--- src/rtl/uart_rx_param_if.sv ---
// Byte-side handshake and status bundle of uart_rx_param; master = receiver, slave = consumer.
interface uart_rx_param_if #(
  parameter int DATA_BITS = 8
);
  logic [DATA_BITS-1:0] rx_data;
  logic                 rx_valid;
  logic                 rx_ready;
  logic                 frame_err;
  logic                 overrun;
  logic                 parity_err;
  logic                 busy;

  modport master (
    output rx_data, rx_valid, frame_err, overrun, parity_err, busy,
    input  rx_ready
  );

  modport slave (
    input  rx_data, rx_valid, frame_err, overrun, parity_err, busy,
    output rx_ready
  );
endinterface

--- src/rtl/uart_rx_param.sv ---
// Mid-bit sampling UART receiver with valid/ready word output, held until accepted; words arriving while one is still held are dropped with an overrun pulse.
// Optional parity check enabled by UART_RX_PARITY_EN; rx_valid follows the last stop-bit sample through a one-cycle DONE state.
module uart_rx_param #(
  parameter int CLKS_PER_BIT = 234,
  parameter int DATA_BITS    = 8,
  parameter int STOP_BITS    = 1,
  parameter int PARITY_ODD   = 0
) (
  input  logic          clk,
  input  logic          rst_n,
  input  logic          uart_rx,
  uart_rx_param_if.master bus
);

  // One extra bit so the counter can actually hold CLKS_PER_BIT when it is a power of two.
  localparam int CW = $clog2(CLKS_PER_BIT + 1);
  localparam logic [CW-1:0] C_HALF = CW'(CLKS_PER_BIT / 2);
  localparam logic [CW-1:0] C_FULL = CW'(CLKS_PER_BIT);
  localparam logic [3:0]    C_LAST = 4'(DATA_BITS - 1);
  localparam logic          C_LAST_STOP = 1'(STOP_BITS - 1);

  localparam logic [2:0] S_IDLE   = 3'd0;
  localparam logic [2:0] S_START  = 3'd1;
  localparam logic [2:0] S_DATA   = 3'd2;
`ifdef UART_RX_PARITY_EN
  localparam logic [2:0] S_PARITY = 3'd3;
`endif
  localparam logic [2:0] S_STOP   = 3'd4;
  localparam logic [2:0] S_DONE   = 3'd5;

  generate
    if (CLKS_PER_BIT < 4 || DATA_BITS < 5 || DATA_BITS > 9 ||
        STOP_BITS < 1 || STOP_BITS > 2 || PARITY_ODD < 0 || PARITY_ODD > 1) begin : g_bad_cfg
      $error("uart_rx_param: unsupported parameter set");
    end
  endgenerate

  logic                 r_sync1, r_sync2;
  logic [2:0]           r_state;
  logic [CW-1:0]        r_cnt;
  logic [3:0]           r_bit_idx;
  logic                 r_stop_idx;
  logic                 r_bad;
  logic [DATA_BITS-1:0] r_shift;
  logic [DATA_BITS-1:0] r_data;
  logic                 r_valid;
  logic                 r_ferr;
  logic                 r_ovr;
  logic                 w_rxs;
  logic                 w_perr;

  assign w_rxs = r_sync2;

`ifdef UART_RX_PARITY_EN
  logic r_par_bit;
  logic r_perr;
  logic w_par_bad;
  // Data XOR parity bit must equal 0 for even parity, 1 for odd.
  assign w_par_bad = ((^r_shift) ^ r_par_bit) != PARITY_ODD[0];
  assign w_perr    = r_perr;
`else
  assign w_perr = 1'b0;
`endif

  always_ff @(posedge clk or negedge rst_n) begin
    if (!rst_n) begin
      r_sync1    <= 1'b1;
      r_sync2    <= 1'b1;
      r_state    <= S_IDLE;
      r_cnt      <= '0;
      r_bit_idx  <= '0;
      r_stop_idx <= 1'b0;
      r_bad      <= 1'b0;
      r_shift    <= '0;
      r_data     <= '0;
      r_valid    <= 1'b0;
      r_ferr     <= 1'b0;
      r_ovr      <= 1'b0;
`ifdef UART_RX_PARITY_EN
      r_par_bit  <= 1'b0;
      r_perr     <= 1'b0;
`endif
    end else begin
      r_sync1 <= uart_rx;
      r_sync2 <= r_sync1;
      r_ferr  <= 1'b0;
      r_ovr   <= 1'b0;
`ifdef UART_RX_PARITY_EN
      r_perr  <= 1'b0;
`endif
      if (r_valid && bus.rx_ready) begin
        r_valid <= 1'b0;
      end

      case (r_state)
        S_IDLE: begin
          if (!w_rxs) begin
            r_state <= S_START;
            r_cnt   <= CW'(1);
          end
        end
        S_START: begin
          if (r_cnt == C_HALF) begin
            if (!w_rxs) begin
              r_state   <= S_DATA;
              r_cnt     <= CW'(1);
              r_bit_idx <= '0;
              r_bad     <= 1'b0;
            end else begin
              r_state <= S_IDLE;
              r_cnt   <= '0;
            end
          end else begin
            r_cnt <= r_cnt + CW'(1);
          end
        end
        S_DATA: begin
          if (r_cnt == C_FULL) begin
            r_shift <= {w_rxs, r_shift[DATA_BITS-1:1]};
            r_cnt   <= CW'(1);
            if (r_bit_idx == C_LAST) begin
              r_stop_idx <= 1'b0;
`ifdef UART_RX_PARITY_EN
              r_state    <= S_PARITY;
`else
              r_state    <= S_STOP;
`endif
            end else begin
              r_bit_idx <= r_bit_idx + 4'd1;
            end
          end else begin
            r_cnt <= r_cnt + CW'(1);
          end
        end
`ifdef UART_RX_PARITY_EN
        S_PARITY: begin
          if (r_cnt == C_FULL) begin
            r_par_bit <= w_rxs;
            r_cnt     <= CW'(1);
            r_state   <= S_STOP;
          end else begin
            r_cnt <= r_cnt + CW'(1);
          end
        end
`endif
        S_STOP: begin
          if (r_cnt == C_FULL) begin
            if (!w_rxs) begin
              r_bad <= 1'b1;
            end
            r_cnt <= CW'(1);
            if (r_stop_idx == C_LAST_STOP) begin
              r_state <= S_DONE;
            end else begin
              r_stop_idx <= 1'b1;
            end
          end else begin
            r_cnt <= r_cnt + CW'(1);
          end
        end
        S_DONE: begin
          r_state <= S_IDLE;
          r_cnt   <= '0;
          if (r_bad) begin
            r_ferr <= 1'b1;
`ifdef UART_RX_PARITY_EN
          end else if (w_par_bad) begin
            r_perr <= 1'b1;
`endif
          end else if (r_valid && !bus.rx_ready) begin
            r_ovr <= 1'b1;
          end else begin
            r_data  <= r_shift;
            r_valid <= 1'b1;
          end
        end
        default: begin
          r_state <= S_IDLE;
          r_cnt   <= '0;
        end
      endcase
    end
  end

  assign bus.rx_data    = r_data;
  assign bus.rx_valid   = r_valid;
  assign bus.frame_err  = r_ferr;
  assign bus.overrun    = r_ovr;
  assign bus.parity_err = w_perr;
  assign bus.busy       = (r_state != S_IDLE);

endmodule

--- src/flat_wrapper.sv ---
// flat-port wrapper written by rule: the top's interface ports become plain ports
module uart_rx_param_flat 
#(
  parameter int CLKS_PER_BIT = 234,
  parameter int DATA_BITS    = 8,
  parameter int STOP_BITS    = 1,
  parameter int PARITY_ODD   = 0
)
  (clk, rst_n, uart_rx, bus_rx_data, bus_rx_valid, bus_frame_err, bus_overrun, bus_parity_err, bus_busy, bus_rx_ready);
  uart_rx_param_if #(.DATA_BITS(DATA_BITS)) bus_i ();
  input  logic clk;
  input  logic rst_n;
  input  logic uart_rx;
  output wire logic [$bits(bus_i.rx_data)-1:0] bus_rx_data;
  output wire logic [$bits(bus_i.rx_valid)-1:0] bus_rx_valid;
  output wire logic [$bits(bus_i.frame_err)-1:0] bus_frame_err;
  output wire logic [$bits(bus_i.overrun)-1:0] bus_overrun;
  output wire logic [$bits(bus_i.parity_err)-1:0] bus_parity_err;
  output wire logic [$bits(bus_i.busy)-1:0] bus_busy;
  input wire logic [$bits(bus_i.rx_ready)-1:0] bus_rx_ready;
  assign bus_rx_data = bus_i.rx_data;
  assign bus_rx_valid = bus_i.rx_valid;
  assign bus_frame_err = bus_i.frame_err;
  assign bus_overrun = bus_i.overrun;
  assign bus_parity_err = bus_i.parity_err;
  assign bus_busy = bus_i.busy;
  assign bus_i.rx_ready = bus_rx_ready;
  uart_rx_param #(.CLKS_PER_BIT(CLKS_PER_BIT), .DATA_BITS(DATA_BITS), .STOP_BITS(STOP_BITS), .PARITY_ODD(PARITY_ODD)) u_core (.clk(clk), .rst_n(rst_n), .uart_rx(uart_rx), .bus(bus_i));
endmodule
--- config.mk ---
export PLATFORM = sky130hd
export DESIGN_NAME = uart_rx_param_flat
export DESIGN_NICKNAME = d
export VERILOG_FILES = /design/src/rtl/uart_rx_param_if.sv /design/src/rtl/uart_rx_param.sv /design/src/flat_wrapper.sv
export SDC_FILE = /design/constraint.sdc
export NUM_CORES = 1
export LEC_CHECK = 0
export ABC_AREA = 1
export CORE_UTILIZATION = 50
export DETAILED_ROUTE_END_ITERATION = 6
export PLACE_DENSITY = 0.74
export SYNTH_ARGS = -nofsm -noshare
export SYNTH_HDL_FRONTEND = slang
export SYNTH_SLANG_ARGS = --single-unit
--- constraint.sdc ---
create_clock -name clk -period 1.3 [get_ports clk]
set_input_delay 0.26 -clock clk [delete_from_list [all_inputs] [get_ports clk]]
set_output_delay 0.26 -clock clk [all_outputs]
set_load 0.01 [all_outputs]
==> flow_summary.yaml <==
routing:
  drtPass1Iterations: 6
  drt_iter0_drc: 77
  totalWireLength_um: 4281
  ant_nets: 0
  vias: 1547
  vias_per_cell: 4.990
  drc: 0
  wl_per_cell_um: 13.81
placed_design:
  gp_routability_congestion: 0.8033
  portBuffers: 15
  hpwl_um: 2476
  post-place-ws_ns: -0.1885
  place_inst: 283
critical_path:
  cp-start-kind: "register"
  arrival_ns: 1.79
  worstSetupEndpointType: "register"
  required_ns: 1.58
  path_max_fanout: 5
  criticalPathCategory: "reg2reg"
  reg2reg_depth: 9
  rrSetupSlack_ns: -0.21
power:
  ir_drop_uv: 402.7
  power_mw: 1.816
  power.density_mw_per_mm2: 683.0
  p_leak_nw: 1.217
cts:
  cts_tree: "done"
  clk_pin_slew_ns: 0.11
  clock_path_buffers: 2
  cts_root_buffer: "clkbuf_4"
  htreeDepth: 2
  cts_buffers: 5
  clock_sinks: 37
  clock_latency_ns: 0.35
global_route:
  first_global_vias: 1496
  antenna_found_initial: 0
  grt_max_degree: 38
  grt_pass1_wl_um: 6486
  gr-usage-all-layers_pct: 23.69
  gr-total-overflow: 0
timing:
  fin_skew_ns: 0.005644
  rsz0062_at_grt: "true"
  setup_slack_ns: -0.2103
  setup_viol: 33
  fin_crit_ns: 1.510
  finalSetupTns_ns: -4.404
  drv_slew: 0
  hold_viol: 0
  timing.fmax_mhz: 662.1
  fin_crit_sh_pct: 116.2
  holdWs_ns: 0.3276
floorplanning:
  die_x_um: 61.59
  io-pin-count: 17
  initial_utilization_pct: 52.79
  num_rows: 21
  die_h_um: 61.59
  design.core.area_sq_mm: 0.003363
  die-area_sq_mm: 0.003793
finish:
  final_net_count: 271
  insertedDiodeCount: 0
  final_cells: 310
  n_fill_cell: 228
  areaGrowthSynthToFinish_pct: 49.75
  layout-drive-gt1-share_pct: 50.00
run_status:
  status: "finished with violations"
  violations: "negative setup slack"
logic_synthesis:
  synthesis.instances: 200
  yosysUniqueCellTypes: 29
  synth_commonest_cells: "53 x nand2_1, 35 x dfrtp_1, 20 x nor2_1, 19 x inv_1, 8 x o21ai_0"
  ys_warn_count: 0
  yosys.area.top_type: "dfrtp_1"
  synth.avg_cell_area_sq_um: 8.877
  synth-seq-area-share_pct: 52.29
  ys_seq_elements: 37
  yosysMostFrequentCell: "nand2_1"
  synth_area_sq_mm: 0.001775
  ys.flop_type: "dfrtp_1"
  synth_top_cell_area_share_pct: 49.33
  synth_edf_count: 0
  async_flop_share_pct: 100.0
  synth_area_leaders: "dfrtp_1 49%, nand2_1 11%, nor2_1 4.2%"
  syn-num-nets: 208
worst_hold_path:
  hold_path_depth: 1
  worstHoldPathType: "in2reg"
flow_run:
  drv_cap: 0
==> worst max-delay path, stage by stage, from the launching register on <==
cell and delay [ns]:
dfrtp_2 0.44, inv_2 0.08, ha_4 0.12, nand2_2 0.05, nor2_2 0.14, nand2_2 0.13, nor2_4 0.20, buf_6 0.15
nand2_2 0.05, o21ai_2 0.06
==> final timing paths <==
kind                                      start               endpoint
worst max-delay path            u_core.r_cnt[0]      u_core.r_shift[4]
worst min-delay path                    uart_rx         u_core.r_sync1
worst max register to register  u_core.r_cnt[0]      u_core.r_shift[4]
worst min register to register   u_core.r_sync1         u_core.r_sync2
max in group asynchronous                 rst_n         u_core.r_sync1
min in group asynchronous                 rst_n  u_core.bus.rx_data[2]
==> final cells by class <==
class	instances	area [sq um]	area share (%)
clock buffers	5	37.54	1.412
clock inverters	3	17.52	0.6588
inverters	23	93.84	3.529
multi-input cells	137	982.2	36.94
flip-flops and latches	37	930.9	35.01
well taps	46	57.56	2.165
repair buffers	59	539.3	20.28
==> metal layers <==
| layer | GRT usage (%) | wire length [um] | vias up |
|---|---|---|---|
| met5 | 0 | 0 | - |
| met4 | 9.206 | 102 | 0 |
| met3 | 5.882 | 150 | 12 |
| met2 | 38.10 | 2121 | 38 |
| met1 | 30.89 | 1906 | 738 |
| li1 | - | - | 759 |
==> registers in the layout, summed over array words and instances, names as in the netlist, 3 cells and up <==
name / count
u_core.r_shift: 8
u_core.r_cnt: 8
u_core.bus.rx_data: 8
u_core.r_bit_idx: 4
u_core.r_state: 3
==> cells by family (layout without fill, tap and decap cells) <==
logic type	count (synthesis)	in the layout	synth area share, %
AO/OA/AOI/OAI	26	26	8.739
AND/OR/NAND/NOR	100	100	26.64
flip-flops	37	37	52.29
XOR/XNOR	6	6	2.960
buffers and inverters	26	90	6.342
adder cells (fa/ha/maj)	4	4	2.819
other	1	1	0.2112
==> layout by cell type (no fill, tap or decap), types with 7 or more instances in the layout <==
| cell type | synthesis | layout |
|---|---|---|
| a21oi_2 | 1 | 7 |
| buf_4 | 2 | 30 |
| buf_6 | 1 | 11 |
| clkdlybuf4s15_1 | 0 | 7 |
| dfrtp_1 | 35 | 33 |
| inv_1 | 19 | 17 |
| nand2_1 | 53 | 34 |
| nand2_2 | 3 | 19 |
| nor2_1 | 20 | 8 |
| nor2_4 | 0 | 10 |
| o21ai_1 | 7 | 9 |
| o21ai_2 | 2 | 8 |
==> where the power goes <==
part           leakage, nW  internal [mW]  switching, mW
registers            0.457           1.16        0.00272
logic                0.729         0.0181         0.0334
clock network       0.0310          0.204          0.402
total                 1.22           1.38          0.438
==> through the flow <==
stage / cell area, sq um / utilization [%]
after detailed placement: 2165 / 64.36
after global placement: 2165 / 64.36
after floorplan: 1779 / -
final: 2659 / 79.06
after CTS: 2361 / 70.20
after global routing: 2659 / 79.06
==> what timing repair did <==
item                                   4_1_cts  5_1_grt
resized for setup                           39       83
setup endpoints to repair                   41       44
hold buffers                                 1        0
endpoints found under the hold margin       35        0
pin swaps                                    4       23
buffers inserted                            11        5
cloned                                       0        2
(Power assumes the default switching activity.)
